--- config.mk ---
export PLATFORM = sky130hd
export DESIGN_NAME = rock_field
export DESIGN_NICKNAME = d
export VERILOG_FILES = /design/src/rtl/rock_field.sv
export SDC_FILE = /design/constraint.sdc
export NUM_CORES = 1
export LEC_CHECK = 0
export ABC_AREA = 0
export CAP_MARGIN = 10
export CORE_ASPECT_RATIO = 2
export CORE_MARGIN = 3
export CORE_UTILIZATION = 40
export DETAILED_ROUTE_END_ITERATION = 10
export GPL_ROUTABILITY_DRIVEN = 1
export PLACE_DENSITY = 0.56
export SYNTH_ARGS = -nofsm -noshare
export SYNTH_HDL_FRONTEND = slang
export SYNTH_SLANG_ARGS = --single-unit
--- constraint.sdc ---
create_clock -name clk60hz -period 10.8 [get_ports clk60hz]
set_input_delay 1.62 -clock clk60hz [delete_from_list [all_inputs] [get_ports clk60hz]]
set_output_delay 1.62 -clock clk60hz [all_outputs]
set_load 0.03 [all_outputs]
--- src/rtl/rock_field.sv ---
// rock_field: pool of NUM_ROCKS wrapping asteroid slots with spawn/hit control and a cross-sprite pixel layer.
// Optional ROCK_SPLIT_EN: a first hit shrinks a large rock and clones a small fragment into a free slot.
module rock_field #(
   parameter int NUM_ROCKS = 4,
   parameter int IDX_W     = 2,
   parameter int COORD_W   = 10,
   parameter int SPEED_W   = 2,
   parameter int SCREEN_W  = 640,
   parameter int SCREEN_H  = 480,
   parameter int HALF_L    = 12,
   parameter int HALF_S    = 10
) (
   input  logic                 clk60hz,
   input  logic                 reset_n,
   input  logic [COORD_W-1:0]   px,
   input  logic [COORD_W-1:0]   py,
   input  logic                 spawn_valid,
   output logic                 spawn_ready,
   input  logic [COORD_W-1:0]   spawn_x,
   input  logic [COORD_W-1:0]   spawn_y,
   input  logic [SPEED_W:0]     spawn_dx,
   input  logic [SPEED_W:0]     spawn_dy,
   input  logic                 hit_valid,
   input  logic [IDX_W-1:0]     hit_idx,
   input  logic                 clear_all,
   output logic                 pixel,
   output logic [IDX_W-1:0]     pixel_idx,
   output logic [NUM_ROCKS-1:0] active_mask,
   output logic [IDX_W:0]       active_count
);

   localparam int CW = COORD_W + 1;

   logic [COORD_W-1:0]   posX   [NUM_ROCKS];
   logic [COORD_W-1:0]   posY   [NUM_ROCKS];
   logic [SPEED_W:0]     velX   [NUM_ROCKS];
   logic [SPEED_W:0]     velY   [NUM_ROCKS];
   logic [COORD_W-1:0]   movedX [NUM_ROCKS];
   logic [COORD_W-1:0]   movedY [NUM_ROCKS];
   logic [NUM_ROCKS-1:0] activeNext;
   logic [IDX_W:0]       countNext;
   logic                 freeHit;
   logic [IDX_W-1:0]     freeIdx;
   logic                 spawnFire;
   logic                 hitOk;
`ifdef ROCK_SPLIT_EN
   logic [NUM_ROCKS-1:0] isSmall;
   logic                 cloneHit;
   logic [IDX_W-1:0]     cloneIdx;
`endif

   // Sign-magnitude step with wrap, evaluated one bit wider than a coordinate.
   function automatic logic [COORD_W-1:0] stepAxis(input logic [COORD_W-1:0] pos,
                                                   input logic [SPEED_W:0] vel,
                                                   input int unsigned limit);
      logic [CW-1:0] p, m, l, r;
      p = {1'b0, pos};
      m = CW'(vel[SPEED_W-1:0]);
      l = CW'(limit);
      if (vel[SPEED_W]) begin
         r = (p < m) ? p + l - m : p - m;
      end else begin
         r = p + m;
         if (r >= l) r = r - l;
      end
      return r[COORD_W-1:0];
   endfunction

   assign spawn_ready = reset_n && (active_mask != '1) && !clear_all;
   assign spawnFire   = spawn_valid && spawn_ready;
   assign hitOk       = hit_valid && (int'(hit_idx) < NUM_ROCKS) && active_mask[hit_idx];

   always_comb begin
      freeHit = 1'b0;
      freeIdx = '0;
      for (int unsigned i = 0; i < NUM_ROCKS; i++) begin
         if (!active_mask[i] && !freeHit) begin
            freeHit = 1'b1;
            freeIdx = IDX_W'(i);
         end
      end
   end

`ifdef ROCK_SPLIT_EN
   always_comb begin
      cloneHit = 1'b0;
      cloneIdx = '0;
      for (int unsigned i = 0; i < NUM_ROCKS; i++) begin
         if (!active_mask[i] && !cloneHit && !(spawnFire && IDX_W'(i) == freeIdx)) begin
            cloneHit = 1'b1;
            cloneIdx = IDX_W'(i);
         end
      end
   end
`endif

   always_comb begin
      for (int unsigned i = 0; i < NUM_ROCKS; i++) begin
         movedX[i] = stepAxis(posX[i], velX[i], SCREEN_W);
         movedY[i] = stepAxis(posY[i], velY[i], SCREEN_H);
      end
   end

   always_comb begin
      activeNext = active_mask;
      if (clear_all) begin
         activeNext = '0;
      end else begin
`ifdef ROCK_SPLIT_EN
         if (hitOk && !isSmall[hit_idx]) begin
            if (cloneHit) activeNext[cloneIdx] = 1'b1;
         end else if (hitOk) begin
            activeNext[hit_idx] = 1'b0;
         end
`else
         if (hitOk) activeNext[hit_idx] = 1'b0;
`endif
         if (spawnFire) activeNext[freeIdx] = 1'b1;
      end
   end

   // Count is taken from the next mask so it lands in the same cycle as active_mask.
   always_comb begin
      countNext = '0;
      for (int unsigned i = 0; i < NUM_ROCKS; i++) begin
         countNext = countNext + (IDX_W+1)'(activeNext[i]);
      end
   end

   always_ff @(posedge clk60hz or negedge reset_n) begin
      if (!reset_n) begin
         for (int unsigned i = 0; i < NUM_ROCKS; i++) begin
            posX[i] <= '0;
            posY[i] <= '0;
            velX[i] <= '0;
            velY[i] <= '0;
         end
         active_mask  <= '0;
         active_count <= '0;
`ifdef ROCK_SPLIT_EN
         isSmall      <= '0;
`endif
      end else begin
         active_mask  <= activeNext;
         active_count <= countNext;
         for (int unsigned i = 0; i < NUM_ROCKS; i++) begin
            if (active_mask[i]) begin
               posX[i] <= movedX[i];
               posY[i] <= movedY[i];
            end
         end
         if (!clear_all) begin
`ifdef ROCK_SPLIT_EN
            if (hitOk && !isSmall[hit_idx]) begin
               isSmall[hit_idx]       <= 1'b1;
               velX[hit_idx][SPEED_W] <= ~velX[hit_idx][SPEED_W];
               if (cloneHit) begin
                  isSmall[cloneIdx] <= 1'b1;
                  posX[cloneIdx]    <= movedX[hit_idx];
                  posY[cloneIdx]    <= movedY[hit_idx];
                  velX[cloneIdx]    <= velX[hit_idx];
                  velY[cloneIdx]    <= {~velY[hit_idx][SPEED_W], velY[hit_idx][SPEED_W-1:0]};
               end
            end
`endif
            if (spawnFire) begin
               posX[freeIdx] <= spawn_x;
               posY[freeIdx] <= spawn_y;
               velX[freeIdx] <= spawn_dx;
               velY[freeIdx] <= spawn_dy;
`ifdef ROCK_SPLIT_EN
               isSmall[freeIdx] <= 1'b0;
`endif
            end
         end
      end
   end

   always_comb begin
      logic signed [CW-1:0] dX, dY;
      logic [CW-1:0] aX, aY, extL, extS;
      pixel     = 1'b0;
      pixel_idx = '0;
      dX = '0; dY = '0; aX = '0; aY = '0; extL = '0; extS = '0;
      for (int unsigned i = 0; i < NUM_ROCKS; i++) begin
         dX   = $signed({1'b0, px}) - $signed({1'b0, posX[i]});
         dY   = $signed({1'b0, py}) - $signed({1'b0, posY[i]});
         aX   = dX[CW-1] ? $unsigned(-dX) : $unsigned(dX);
         aY   = dY[CW-1] ? $unsigned(-dY) : $unsigned(dY);
         extL = CW'(HALF_L);
         extS = CW'(HALF_S);
`ifdef ROCK_SPLIT_EN
         if (isSmall[i]) begin
            extL = CW'(HALF_L / 2);
            extS = CW'(HALF_S / 2);
         end
`endif
         if (active_mask[i] && !pixel &&
             ((aX < extL && aY < extS) || (aX < extS && aY < extL))) begin
            pixel     = 1'b1;
            pixel_idx = IDX_W'(i);
         end
      end
   end

endmodule

==> results of run 1 <==
## placed cells by master (no fill, tap or decap), drive strengths merged, types with 9 or more instances in the layout
| master | count |
|---|---|
| o22ai | 21 |
| buf | 16 |
| o31ai | 14 |
| a211oi | 30 |
| o311ai | 11 |
| inv | 207 |
| o21a | 24 |
| mux2 | 20 |
| a31oi | 52 |
| o21bai | 13 |
| xor2 | 59 |
| nand2b | 26 |
| a21boi | 10 |
| and3 | 29 |
| nor2b | 31 |
| or3 | 27 |
| nand2 | 236 |
| o21ai | 189 |
| nand4 | 21 |
| a21oi | 148 |
| clkbuf | 9 |
| fa | 33 |
| o211ai | 49 |
| nor3b | 9 |
| dfrtp | 111 |
| and2 | 15 |
| xnor2 | 130 |
| nor4 | 11 |
| nand3 | 91 |
| or4 | 15 |
| a22oi | 12 |
| nor2 | 145 |
| mux2i | 45 |
| nor3 | 64 |
| o2111ai | 19 |
| a221oi | 13 |
| ha | 250 |
| clkdlybuf4s50 | 62 |
| a21o | 33 |
## metal layers
layer | vias to the layer above | global-route usage (%) | part of all wire (%)
li1 | 8922 | - | -
met1 | 8908 | 25.8 | 37
met2 | 418 | 48.3 | 53
met3 | 164 | 2.32 | 2.9
met4 | 0 | 16.3 | 7.2
met5 | - | 0 | 0
## stage by stage
step	area [sq um]	cells
global placement	19900	3060
detailed placement	19900	3060
floorplan	18700	2454
finish	20200	3076
CTS	20200	3076
global route	20200	3076
## worst paths after layout
kind | start | endpoint | slack, ns | cells after the start
max | px[0] | pixel_idx[0] | 2.60 | 16
min | velX[6] | velX[6] | 0.52 | 2
max reg2reg | active_mask[0] | active_count[1] | 6.65 | 10
min reg2reg | velX[6] | velX[6] | 0.52 | 2
max in group asynchronous | reset_n | posX[29] | 7.87 | 3
min in group asynchronous | reset_n | posX[10] | 1.23 | 1
## cell type report
class | instances | area [sq um] | area share [%]
Clock buffer | 9 | 225 | 1.11
Sequential cell | 111 | 2780 | 13.8
Multi-Input combinational cell | 2044 | 14800 | 73.5
Inverter | 206 | 773 | 3.83
Tap cell | 621 | 777 | 3.85
Clock inverter | 7 | 65.1 | 0.322
Timing Repair Buffer | 78 | 741 | 3.67
## critical path, cell delays in order
cell	delay, ns
clkdlybuf4s50_1	0.51
inv_1	0.22
ha_1	0.20
inv_1	0.05
fa_1	0.43
a211oi_4	0.32
nor2_2	0.10
xor2_1	0.16
or3_1	0.39
or4_1	0.53
a32oi_1	0.22
o2111ai_1	0.16
a2111oi_2	0.70
nand2b_1	0.11
a21boi_1	0.17
clkdlybuf4s50_1	0.69
## power by group
part	leakage (nW)	switching, mW	total (mW)	internal, mW
registers	1.26	0.210	0.717	0.507
logic	7.32	1.67	2.87	1.20
clock network	0.144	0.202	0.364	0.163
total	8.72	2.08	3.95	1.87
## cells by family (layout without fill, tap and decap cells)
| kind of cell | Yosys count | in the layout | synth area share [%] |
|---|---|---|---|
| buffers and inverters | 299 | 300 | 6.00 |
| muxes | 65 | 65 | 3.61 |
| and+or+nand+nor | 763 | 763 | 20.0 |
| AOI/OAI and AO/OA | 741 | 741 | 26.2 |
| DFF | 111 | 111 | 14.8 |
| xor gates and xnor gates | 190 | 190 | 8.96 |
| adders and majority gates | 285 | 285 | 20.3 |
## registers in the layout, indices dropped and copies added (netlist names)
register / count
posX: 40
posY: 40
velX: 12
velY: 12
active_mask: 4
active_count: 3
==> results.json, run 1 <==
{
  "setup.worst_path.end_class": "output pin",
  "vias_per_cell": 5.99,
  "core_area_sq_um": 46100,
  "rsz0062_at_grt": "false",
  "setup_tns_ns": 0,
  "ant_nets": 0,
  "synth.area.top_cells": "ha_1, dfrtp_1, xnor2_1",
  "cp.arrival_ns": 6.58,
  "synth_seq_cells": 111,
  "port_buffers": 63,
  "grt_usage_pct": 25.3,
  "post_cts_resized": 0,
  "finalPower_mw": 3.95,
  "clock-sinks": 111,
  "antenna_found_initial": 0,
  "power.density_nw_per_um2": 196,
  "io_pins": 64,
  "cts_max_path_buffers": 2,
  "yosysWarnings": 0,
  "whs_ns": 0.518,
  "synth-async-reset-ratio_pct": 100,
  "fin_nets": 2786,
  "clock_skew_ns": 0.0132,
  "max_cap_violations": 0,
  "timing.fmax_ghz": 0.122,
  "finalHoldViolCount": 0,
  "hold_class": "reg2reg",
  "die_x_um": 159,
  "dieArea_sq_um": 49600,
  "synth_ff_type": "dfrtp_1",
  "synth_common_cells": "ha_1, nand2_1, inv_1, o21ai_0, a21oi_1",
  "grt_pass1_wl_mm": 99.4,
  "vias": 18400,
  "grt_overflow_total": 0,
  "syn_area_per_cell_sq_um": 7.63,
  "syn_nets": 2790,
  "drtIter0Drc": 1138,
  "drive_gt1_share_pct": 3.30,
  "synth_cell_types": 89,
  "cts.htree.levels": 3,
  "clkTransAtPathRegs_ns": 0.08,
  "drv_slew": 0,
  "ctsHoldBuffers": 0,
  "clkLatencyLatePin_ns": 0.40,
  "postCtsSetupBuffers": 0,
  "utilization_pct": 43.8,
  "p_leak_nw": 8.72,
  "start_util_pct": 40.6,
  "max-slew-margin-rel_pct": 41.5,
  "setup-violations-final": 0,
  "rows": 111,
  "synth.most_common_cell": "ha_1",
  "syn_to_final_growth_pct": 7.84,
  "crit_fanout": 4,
  "crit_path_start_kind": "primary input",
  "grt_max_degree": 55,
  "synth_top_cell_by_area": "ha_1",
  "synth_area_sq_um": 18700,
  "dp_slack_ns": 2.58,
  "status": "completed",
  "finalCriticalPeriod_ns": 8.20,
  "tightest_slew_ns": 0.875,
  "drc_errors": 0,
  "ctsRootBufferMaster": "clkbuf_16",
  "firstDrtPassIters": 7,
  "diodes": 0,
  "wirelength_mm": 64.6,
  "irDropWorstVdd_v": 0.000119,
  "die_h_um": 312,
  "hpwlAfterDp_mm": 51.7,
  "tritoncts": "done",
  "gp_congestion": 0.927,
  "worstSetupPathType": "in2out",
  "syn_inst": 2454,
  "fillerInstances": 4758,
  "finalCritPeriodShare_pct": 76.0,
  "synth-seq-area-share_pct": 14.8,
  "routedWlPerCell_um": 21.0,
  "cp.required_ns": 9.18,
  "yosysTopAreaCellShare_pct": 16.7,
  "numCtsBuffers": 9,
  "grt_pass1_vias": 18100,
  "synth_edf_count": 0,
  "final.setup.worst_slack_ns": 2.60
}
No activity file was read; power rests on OpenSTA's default activity.
==> run 2, diff against run 1 <==
==> constraint.sdc (replaced) <==
create_clock -name clk60hz -period 7.9 [get_ports clk60hz]
set_input_delay 1.185 -clock clk60hz [delete_from_list [all_inputs] [get_ports clk60hz]]
set_output_delay 1.185 -clock clk60hz [all_outputs]
set_load 0.03 [all_outputs]
==> run 2 against run 1 <==
Worst setup slack got worse by 2.1 ns. Routed wire length up 0.99%. Critical path depth is the same. First-iteration DRC count grew 14%. Sequential power rose by 37%. Clock skew barely moved.
==> results.json, run 2 (synthesis results as in run 1) <==
{
  "finalCritPeriodShare_pct": 93.9,
  "rows": 111,
  "final_cell_mix": "ha_1, nand2_1, inv_1",
  "drtIter0Drc": 1298,
  "rr_worst_depth": 10,
  "irDropWorstVdd_v": 0.000154,
  "fin_nets": 2789,
  "die_x_um": 159,
  "dieArea_sq_um": 49600,
  "grt_pass1_vias": 18400,
  "reg2reg_to": "active_count[1]",
  "ctsRootBufferMaster": "clkbuf_16",
  "multi_input_area_sq_um": 14800,
  "numCtsBuffers": 9,
  "finalHoldViolCount": 0,
  "hpwlAfterDp_mm": 52.0,
  "ctsHoldBuffers": 0,
  "start_util_pct": 40.6,
  "clock_skew_ns": 0.0134,
  "vias": 18500,
  "timing.fmax_ghz": 0.135,
  "design_area_sq_um": 20200,
  "slowest_stage": "a2111oi_2",
  "whs_ns": 0.520,
  "routedWlPerCell_um": 21.2,
  "grt_max_degree": 52,
  "fillerInstances": 4795,
  "wirelength_mm": 65.3,
  "seqCellArea_sq_um": 2780,
  "core_area_sq_um": 46100,
  "cp.arrival_ns": 6.23,
  "firstDrtPassIters": 8,
  "cp.required_ns": 6.71,
  "post_cts_resized": 0,
  "hold_class": "reg2reg",
  "place_area_sq_um": 19900,
  "antenna_found_initial": 0,
  "setup-violations-final": 0,
  "setup.worst_path.end_class": "output pin",
  "grt_usage_pct": 25.6,
  "postCtsSetupBuffers": 0,
  "cts.htree.levels": 3,
  "top_regs": "posX (40), posY (40)",
  "critical_path.max_stage_delay_ns": 0.74,
  "r2r_start": "active_mask[0]",
  "port_buffers": 63,
  "cp_cell_sequence": "clkdlybuf4s50_1, inv_1, ha_1, inv_1, fa_1, a211oi_4, nor2_2, xor2_1, or3_1, or4_1, a32oi_1, o2111ai_1, a2111oi_2, nor2_1, nor2_1, clkdlybuf4s50_1",
  "rrSetupSlack_ns": 3.57,
  "gp_congestion": 0.945,
  "ant_nets": 0,
  "die_h_um": 312,
  "worstSetupPathType": "in2out",
  "final_common_cell": "ha_1",
  "vias_per_cell": 6.01,
  "finalCriticalPeriod_ns": 7.41,
  "min_from": "velY[6]",
  "io_pins": 64,
  "hold_path_depth": 2,
  "max_cap_violations": 0,
  "drive_gt1_share_pct": 3.34,
  "cts_max_path_buffers": 2,
  "max-slew-margin-rel_pct": 25.0,
  "crit_fanout": 4,
  "cp_top_family": "compound AO/OA/AOI/OAI gates",
  "diodes": 0,
  "grt_pass1_wl_mm": 101,
  "clkTransAtPathRegs_ns": 0.09,
  "rsz0062_at_grt": "false",
  "clkLatencyLatePin_ns": 0.39,
  "drc_errors": 0,
  "p_leak_nw": 8.73,
  "status": "completed",
  "syn_to_final_growth_pct": 7.99,
  "power.density_nw_per_um2": 269,
  "tritoncts": "done",
  "min_to": "velY[6]",
  "critPathBufInv": 4,
  "crit_path_start_kind": "primary input",
  "setup_tns_ns": 0,
  "tightest_slew_ns": 1.12,
  "grt_overflow_total": 0,
  "clock-sinks": 111,
  "drv_slew": 0
}
run 2: changes by cell type in the layout (fill, tap and decap cells not counted), sizes merged:
cell | before | now
clkbuf | 9 | 10
buf | 16 | 19
inv | 207 | 205
clkinvlp | 0 | 1
clkinv | 6 | 4
bufinv | 0 | 1
run 2: worst max-delay path by stage:
stage	from	to	slack, ns	depth (start not counted)
detailed placement	px[0]	pixel_idx[0]	0.53	16
CTS	px[0]	pixel_idx[0]	0.50	16
floorplan	px[0]	pixel_idx[0]	2.14	14
global placement	px[0]	pixel_idx[1]	0.52	16
global route	px[0]	pixel_idx[0]	0.28	16
finish	px[0]	pixel_idx[1]	0.49	16
run 2: layout make-up:
class                      count  area share, %
multi-input combinational   2044           73.4
sequential                   111           13.7
tap                          621           3.84
inverter                     206           3.82
timing repair buffer          81           3.77
clock buffer                  10           1.13
clock inverter                 5          0.328
run 2: per-layer routing:
metal  share of wire (%)  GRT usage, %  vias up
li1                    -             -     8917
met1                  37          26.2     8981
met2                  54          50.2      448
met3                 2.8          2.04      145
met4                 6.2          14.5        0
met5                   0             0        -
run 2: worst register-to-register path: cells and delay by family (launching register included):
kind / cells / cell delay, ns
adders and majority gates: 3 / 0.94
buffers and inverters: 3 / 0.94
DFF: 1 / 0.88
and+or+nand+nor: 4 / 1.45
run 2: metrics by stage:
| stage | power (mW) | utilization (%) | std cells | setup WS [ns] |
|---|---|---|---|---|
| floorplan | 3.94 | - | 2454 | 2.14 |
| global placement | 4.80 | 43.2 | 3063 | 0.523 |
| detailed placement | 4.89 | 43.2 | 3063 | 0.532 |
| CTS | 5.43 | 43.9 | 3078 | 0.502 |
| global route | 5.97 | 43.9 | 3078 | 0.284 |
| finish | 5.44 | 43.9 | 3078 | 0.486 |
run 2: report_power, final:
| part | switching (mW) | internal (mW) |
|---|---|---|
| clock network | 0.255 | 0.250 |
| logic | 2.31 | 1.64 |
| registers | 0.292 | 0.694 |
| total | 2.85 | 2.59 |
==> run 3, diff against run 2 <==
--- a/config.mk
+++ b/config.mk
@@ -9,10 +9,11 @@
 export CAP_MARGIN = 10
 export CORE_ASPECT_RATIO = 2
 export CORE_MARGIN = 3
-export CORE_UTILIZATION = 40
+export CORE_UTILIZATION = 50
 export DETAILED_ROUTE_END_ITERATION = 10
 export GPL_ROUTABILITY_DRIVEN = 1
-export PLACE_DENSITY = 0.56
+export PLACE_DENSITY = 0.67
 export SYNTH_ARGS = -nofsm -noshare
 export SYNTH_HDL_FRONTEND = slang
 export SYNTH_SLANG_ARGS = --single-unit
+export TNS_END_PERCENT = 20
==> run 3 against run 2 <==
Design area fell by 1.1%. Critical path depth up 1. Combinational power is essentially flat. Clock power fell by 4.4%. Non-clock buffer count unchanged. Largest cell class unchanged. Highest routed layer unchanged.
==> results.json, run 3 (synthesis results as in run 1) <==
{
  "status": "completed",
  "grt_pass1_vias": 18500,
  "final_cell_mix": "ha_1, nand2_1, inv_1",
  "fin_nets": 2789,
  "whs_ns": 0.525,
  "gp_congestion": 0.955,
  "wirelength_mm": 61.2,
  "cts.htree.levels": 3,
  "setup.worst_path.end_class": "output pin",
  "grt_use_met3_pct": 2.70,
  "grt_usage_pct": 30.2,
  "utilization_pct": 54.4,
  "setup-violations-final": 0,
  "worstSetupPathType": "in2out",
  "place_area_sq_um": 19700,
  "finalHoldViolCount": 0,
  "fillerInstances": 3530,
  "rr_worst_depth": 14,
  "tightest_slew_ns": 0.907,
  "port_buffers": 63,
  "finalCritPeriodShare_pct": 90.8,
  "use_met1_pct": 30.8,
  "start_util_pct": 50.9,
  "die_x_um": 143,
  "vias": 18600,
  "drtIter0Drc": 947,
  "clkTransAtPathRegs_ns": 0.08,
  "tritoncts": "done",
  "post_cts_resized": 0,
  "rows": 99,
  "grt_pass1_wl_mm": 95.9,
  "drive_gt1_share_pct": 3.42,
  "cts_max_path_buffers": 2,
  "top_regs": "posX (40), posY (40)",
  "irDropWorstVdd_v": 0.000154,
  "crit_path_start_kind": "primary input",
  "firstDrtPassIters": 5,
  "hpwlAfterDp_mm": 49.0,
  "ctsRootBufferMaster": "clkbuf_16",
  "numCtsBuffers": 9,
  "clock-sinks": 111,
  "drv_slew": 0,
  "cp.arrival_ns": 5.99,
  "antenna_found_initial": 0,
  "hold_class": "reg2reg",
  "max-slew-margin-rel_pct": 38.8,
  "grt_max_degree": 57,
  "postCtsSetupBuffers": 0,
  "timing.fmax_ghz": 0.139,
  "routedWlPerCell_um": 21.0,
  "setup_tns_ns": 0,
  "vias_per_cell": 6.38,
  "ctsHoldBuffers": 0,
  "clkLatencyLatePin_ns": 0.39,
  "finalCriticalPeriod_ns": 7.17,
  "ant_nets": 0,
  "io_pins": 64,
  "syn_to_final_growth_pct": 6.83,
  "max_cap_violations": 0,
  "core_area_sq_um": 36800,
  "design_area_sq_um": 20000,
  "grt_overflow_total": 0,
  "hold_path_depth": 2,
  "drc_errors": 0,
  "die_h_um": 280,
  "power.density_nw_per_um2": 271,
  "grtUsageMet2_pct": 55.2,
  "cp.required_ns": 6.71,
  "p_leak_nw": 8.73,
  "clock_skew_ns": 0.00778,
  "finalPower_mw": 5.43,
  "diodes": 0,
  "crit_fanout": 4,
  "rsz0062_at_grt": "false",
  "top_usage_layer": "met2",
  "dieArea_sq_um": 40000,
  "final_common_cell": "ha_1"
}
==> run 3: cell types whose count changed in the layout (fill, tap and decap cells not counted), sizes merged <==
cell / change
inv: +1
bufinv: -1
clkinv: +2
clkbuf: -1
==> run 3: cell type report <==
cell class	count	area, sq um	area share [%]
inverter	206	773	3.86
tap	454	568	2.84
multi-input combinational	2044	14800	74.2
clock buffer	9	225	1.13
sequential	111	2780	13.9
clock inverter	7	62.6	0.313
timing repair buffer	81	763	3.81
==> run 3: worst paths after layout <==
path | start | end | slack, ns
worst min register to register | velX[0] | velX[0] | 0.53
worst min-delay path | velX[0] | velX[0] | 0.53
worst max register to register | posY[31] | posY[37] | 4.01
worst max-delay path | py[0] | pixel_idx[0] | 0.73
min in group asynchronous | reset_n | velX[4] | 1.09
max in group asynchronous | reset_n | posX[25] | 5.51
==> run 3: where the power goes <==
part           switching (mW)  internal [mW]
combinational            2.32           1.65
clock                   0.262          0.221
sequential              0.287          0.694
==> run 3: metal layers <==
layer  vias to the layer above  share of wire [%]
li1                       8925                  -
met1                      8951                 36
met2                       503                 51
met3                       198                3.7
met4                         0                9.4
met5                         -                  0
==> run 3: stage by stage <==
step	cells	setup slack, ns
floorplan	2454	2.14
global placement	2896	0.796
CTS	2912	0.790
finish	2912	0.728
detailed placement	2896	0.800
global route	2912	0.506
==> run 3: worst max-delay path, stage by stage <==
cell	delay (ns)
clkdlybuf4s50_1	0.48
inv_1	0.22
ha_1	0.20
inv_1	0.05
fa_1	0.40
a211oi_1	0.38
o21ai_0	0.26
a41oi_1	0.48
nor3_1	0.12
a211o_1	0.24
nor4_1	0.30
o2111ai_1	0.21
a2111oi_2	0.33
buf_4	0.23
nand2b_1	0.06
a21boi_1	0.14
clkdlybuf4s50_1	0.69
==> RTL change 1: new RTL, settings of run 2 <==
The option `ROCK_SPLIT_EN` is turned on by a define.
--- a/src/rtl/rock_field.sv
+++ b/src/rtl/rock_field.sv
@@ -1,4 +1,6 @@
 // rock_field: pool of NUM_ROCKS wrapping asteroid slots with spawn/hit control and a cross-sprite pixel layer.
 // Optional ROCK_SPLIT_EN: a first hit shrinks a large rock and clones a small fragment into a free slot.
+`define ROCK_SPLIT_EN
+
 module rock_field #(
    parameter int NUM_ROCKS = 4,
Check against the original RTL: not equivalent (Yosys sat finds a counterexample within 4 cycles, from zero or initial values and one cycle with reset_n low).
==> RTL change 1 against run 2 <==
- setup slack got worse by 0.026 ns
- power up 19%
- cell count up 13%
- global-route usage grew 6.3 points
- design area is 16% higher
- area after synthesis rose by 16%
- wire length grew 43%
- maximum frequency down 0.35%
- sequential cell count is 4 higher
- critical path type unchanged
- largest cell class unchanged
- largest power group unchanged
==> RTL change 1: results (changes against run 2) <==
Outcome:
- The run finished with clean final reports.

Logic synthesis:
- The post-synthesis sequential area ratio was 13.3% (-1.6 points).
- The post-synth net total was 3169 (+14%).
- The multiplexer share of the synthesized area was 6.31% (+2.7 points).
- The area share of xor/xnor cells in the synthesized design is 8.15% (-0.81 points).
- By count the netlist is led by 282 x ha_1, 237 x nand2_1, 212 x inv_1, 212 x nor2_1, 189 x o21ai_0.
- Ranked by total cell area, the synthesized netlist is headed by ha_1 16%, dfrtp_1 13%, xnor2_1 6.1%.
- The number of distinct standard cells referenced by the synthesized netlist is 107 (+20%).
- The adder-cell area share of the yosys netlist is 19.4% (-0.98 points).
- The fraction of the mapped netlist area in compound gates is 26.7% (+0.41 points).

Worst setup path:
- The delay of the slowest cell on the worst path was 0.70 ns (-0.04 ns).
- The flop-to-flop setup slack was 2.69 ns (-0.88 ns).
- The launching point of the worst reg2reg path is velY[4]$_DFFE_PN0N_.
- The highest fanout seen on the critical path is 10 (+6).
- The data arrival time at the worst-slack endpoint is 6.26 ns (+0.03 ns).
- The cell with the largest stage delay on the worst path is clkdlybuf4s50_1.
- The capturing point of the worst reg2reg path is posY[27]$_DFF_PN0_.
- The critical path startpoint is px[1].

Global route:
- The number of global-route vias before repair is 22600 (+23%).
- The largest net degree at the start of global routing was 63 (+21%).
- The global routing met1 resource utilization was 30.6% (+4.5 points).
- The overall routing resource usage was 31.9% (+6.3 points).
- The first-pass GRT wire length is 138000 µm (+36%).
- The met2 layer usage reported by global route came to 57.5% (+7.3 points).
- The number of antenna violations at the first check in global routing is 3 (+3).
- The global-route met3 utilization was 3.45% (+1.4 points).

STA:
- The hold slack came to 0.626 ns (+0.107 ns).
- The worst setup skew after layout is 0.0104 ns (-0.00302 ns).
- The minimum clock period was 7.44 ns (+0.0259 ns).

Route:
- The initial DRC count came to 1778 (+37%).
- The count of TritonRoute iterations in the first routing pass is 5 (-3).
- The total wirelength of the detailed-routed design is 93600 µm (+43%).
- The met1 routed wirelength after detailed routing is 30600 µm (+27%).
- The wire length on met3 is 4670 µm (+150%).
- The total met2 wirelength after detailed routing is 47000 µm (+33%).

Layout:
- The layout cell share with drive strength beyond 1 is 5.40% (+2.1 points).

Min path:
- The startpoint identified for the worst hold timing path is velX[0]$_DFFE_PN0N_.
- The worst min-delay path endpoint is velX[0]$_DFFE_PN0N_.

Pwr:
- The worst vdd rail ir drop was 0.169 mV (+9.5%).
- The leakage component of the power is 9.78 nW (+12%).
- The share of total power consumed by net switching is 52.8% (+0.38 points).

Clock network:
- The clock latency on the worst-skew pair is 0.44 ns (+0.05 ns).
- The H-tree depth is 4 (+1).
- The clock transition at the registers of the reported paths is 0.06 ns (-0.03 ns).

Place:
- The detailed placer's ending HPWL was 75500 µm (+45%).
==> RTL change 1: cell types whose count changed after synthesis, sizes merged, moves of 14 or more <==
cell	delta
nand2b	+14
o22ai	+39
ha	+32
nand3	-20
mux4	+21
xnor2	+23
nor2b	+14
nor2	+67
a21oi	+34
o221ai	+20
mux2i	+15
==> RTL change 1: cell type report <==
cell class	count	area, µm²	area share, %
inverters	220	830	3.53
clock inverters	9	175	0.746
diodes	2	5.00	0.0213
well taps	671	840	3.58
multi-input cells	2359	17500	74.3
clock buffers	23	478	2.04
repair buffers	88	821	3.50
flip-flops and latches	115	2880	12.3
==> RTL change 1: per-stage QoR <==
step	power [W]	cell area, µm²	instances
6_report	0.00645	23500	3487
3_5_place_dp	0.00548	22800	3453
3_3_place_gp	0.00540	22800	3453
2_1_floorplan	0.00411	21700	2801
5_1_grt	0.00692	23500	3485
4_1_cts	0.00638	23500	3485
==> RTL change 2: new RTL, config.mk and constraints of run 2 <==
Without the edit above. Reset style: synchronous (`reset_n`), changed in one clocked block.
--- a/src/rtl/rock_field.sv
+++ b/src/rtl/rock_field.sv
@@ -128,5 +128,5 @@
    end
 
-   always_ff @(posedge clk60hz or negedge reset_n) begin
+   always_ff @(posedge clk60hz) begin
       if (!reset_n) begin
          for (int unsigned i = 0; i < NUM_ROCKS; i++) begin
Behaviour: not the same (Yosys sat finds a counterexample within 4 cycles, from zero or initial values and one cycle with reset_n low; the reset may be asserted at any time).
==> RTL change 2 against run 2 <==
- setup slack better by 0.23 ns
- area after synthesis is 0.12% higher
- design area is 0.68% higher
- count of clock-buffer cells in the layout unchanged
- sequential cell count stayed put
- wire length shrank 0.57%
- global-route usage hardly changed
- core utilization rose by 0.30 points
- highest routed layer unchanged
Power is not compared: it rests on default switching activity, and its combinational part moved more than twofold at a synthesized area within 25%.
==> RTL change 2: results (changes against run 2) <==
Outcome:
- The run finished with clean final reports.

Worst setup path:
- Among all stages on the critical path, the largest delay is contributed by clkdlybuf4s50_1.
- The worst register-to-register path begins at posY[3][0]$_DFFE_PP_.
- The family of cells with the greatest summed delay on the critical path is compound AO/OA/AOI/OAI gates.
- The flop-to-flop setup slack is 4.04 ns (+0.47 ns).
- The capture point of the worst path is pixel_idx[1].
- The data arrival time at the worst-slack endpoint is 6.00 ns (-0.23 ns).
- The number of cells on the worst reg-to-reg path is 14 (+4).
- The endpoint identified for the worst register-to-register timing path is posY[3][7]$_DFFE_PP_.
- The delay of the slowest cell on the worst path came to 0.71 ns (-0.03 ns).
- The critical path startpoint is px[0].
- The highest fanout seen on the critical path was 4 (unchanged).

Logic synthesis:
- The commonest register cell after synthesis is edfxtp_1.
- The count of synthesis-stage warnings from yosys was 0 (unchanged).
- The post-synthesis sequential area ratio came to 17.4% (+2.6 points).
- The number of flops mapped to enable cells by yosys is 104 (+104).
- The async set or reset register ratio after synthesis is 0% (-100 points).
- After synthesis, the cell types taking the most area are ha_1 17%, edfxtp_1 17%, xnor2_1 7.3%.
- By count the netlist is led by 250 x ha_1, 225 x nand2_1, 209 x inv_1.
- The number of distinct standard cells referenced by the synthesized netlist is 104 (+17%).

Route:
- The count of TritonRoute iterations in the first routing pass is 7 (-1).
- The via total after detailed routing is 17800 (-3.7%).
- The initial DRC count is 1066 (-18%).
- The total wirelength of the detailed-routed design was 64900 µm (-0.57%).

Global route:
- The largest net degree at the start of global routing is 29 (-44%).
- The overall routing resource usage was 25.6% (about the same).
- The number of antenna violations at the first check in global routing is 1 (+1).
- The first-pass GRT wire length is 99900 µm (-1.3%).

Layout:
- In the final layout, the registers with the most flip-flops are posX x40, posY x40.
- The final net count is 2720 (-2.5%).
- The number of fillers in the final layout was 4706 (-1.9%).
- The layout cell share with drive strength beyond 1 came to 4.14% (+0.81 points).

Clock network:
- At the later pin of the worst-skew pair, clock insertion delay measures 0.38 ns.
- The maximum buffer depth of the clock tree is 2 (unchanged).
- The TritonCTS buffer count is 9 (unchanged).
- The post-CTS setup repair buffer count is 0 (unchanged).
- The clock transition at the registers of the reported paths is approximately 0.080 ns.
- The number of gates resized after cts is 0 (unchanged).
- The H-tree depth was 3 (unchanged).
- The clock tree root buffer cell is clkbuf_16.

STA:
- The hold slack was 0.739 ns (+0.219 ns).
- The worst setup skew after layout is 0.0126 ns (-0.000819 ns).
- The tightest slew margin relative to the limit is 26.9% (+1.9 points).

Place:
- The detailed placer's ending HPWL is 53000 µm (+1.8%).
- The routability congestion estimate from global placement came to 0.943 (-0.19%).
- The number of buffer cells added on primary ports is 63 (unchanged).

Min path:
- For hold timing, the worst endpoint is active_mask[0]$_SDFF_PN0_.
- The launch point of the worst hold path is active_mask[0]$_SDFF_PN0_.
- The tightest min-delay check is of the register to register type.
- The worst hold path cell count came to 3 (+1).

Pwr:
- The internal portion of total power is 0.00138 W.
- IR analysis of the VDD net gives a maximum drop of 0.0973 mV.
- In this run the static leakage power is between 8 and 9 nW.
RTL change 2: power groups by stage:
| stage | sequential, W | clock (W) | combinational [W] |
|---|---|---|---|
| after CTS | 0.000727 | 0.000528 | 0.00111 |
| after floorplan | 0.000710 | 0 | 0.000815 |
| after global routing | 0.000734 | 0.000548 | 0.00123 |
| after global placement | 0.000740 | 0 | 0.00109 |
| after detailed placement | 0.000741 | 0 | 0.00110 |
| final | 0.000728 | 0.000517 | 0.00111 |
RTL change 2: logic make-up (layout without fill, tap and decap cells):
kind of cell               count (synthesis)  count (layout)  synth area share (%)
AOI/OAI and AO/OA                        686             686                  24.7
xor gates and xnor gates                 204             204                  9.80
adders and majority gates                283             283                  20.2
buffers and inverters                    286             313                  5.89
DFF                                      111             111                  17.4
muxes                                     31              31                  1.67
other                                      0               1                     0
and+or+nand+nor                          761             761                  20.4
RTL change 2: per-layer routing:
metal	global-route usage [%]	routed length [µm]	share of wire, %	vias to the layer above
met5	0	0	0	-
met3	2.52	2070	3.2	189
met1	25.3	23100	36	8528
met4	17.2	5100	7.9	0
li1	-	-	-	8631
met2	49.5	34600	53	463
RTL change 2: layout make-up:
class / instances / area share (%)
diodes: 1 / 0.0123
well taps: 621 / 3.82
repair buffers: 86 / 3.94
flip-flops and latches: 111 / 16.0
inverters: 211 / 3.89
clock buffers: 10 / 1.17
multi-input cells: 1965 / 70.8
clock inverters: 6 / 0.381
RTL change 2: per-stage QoR:
stage          std cells  total power [W]  setup slack [ns]  cell area, µm²
6_report            3011          0.00236             0.715           20400
5_1_grt             3010          0.00252             0.346           20400
4_1_cts             3010          0.00236             0.729           20400
3_5_place_dp        2994          0.00184             0.727           20000
3_3_place_gp        2994          0.00183             0.844           20000
2_1_floorplan       2362          0.00153              1.87           18800
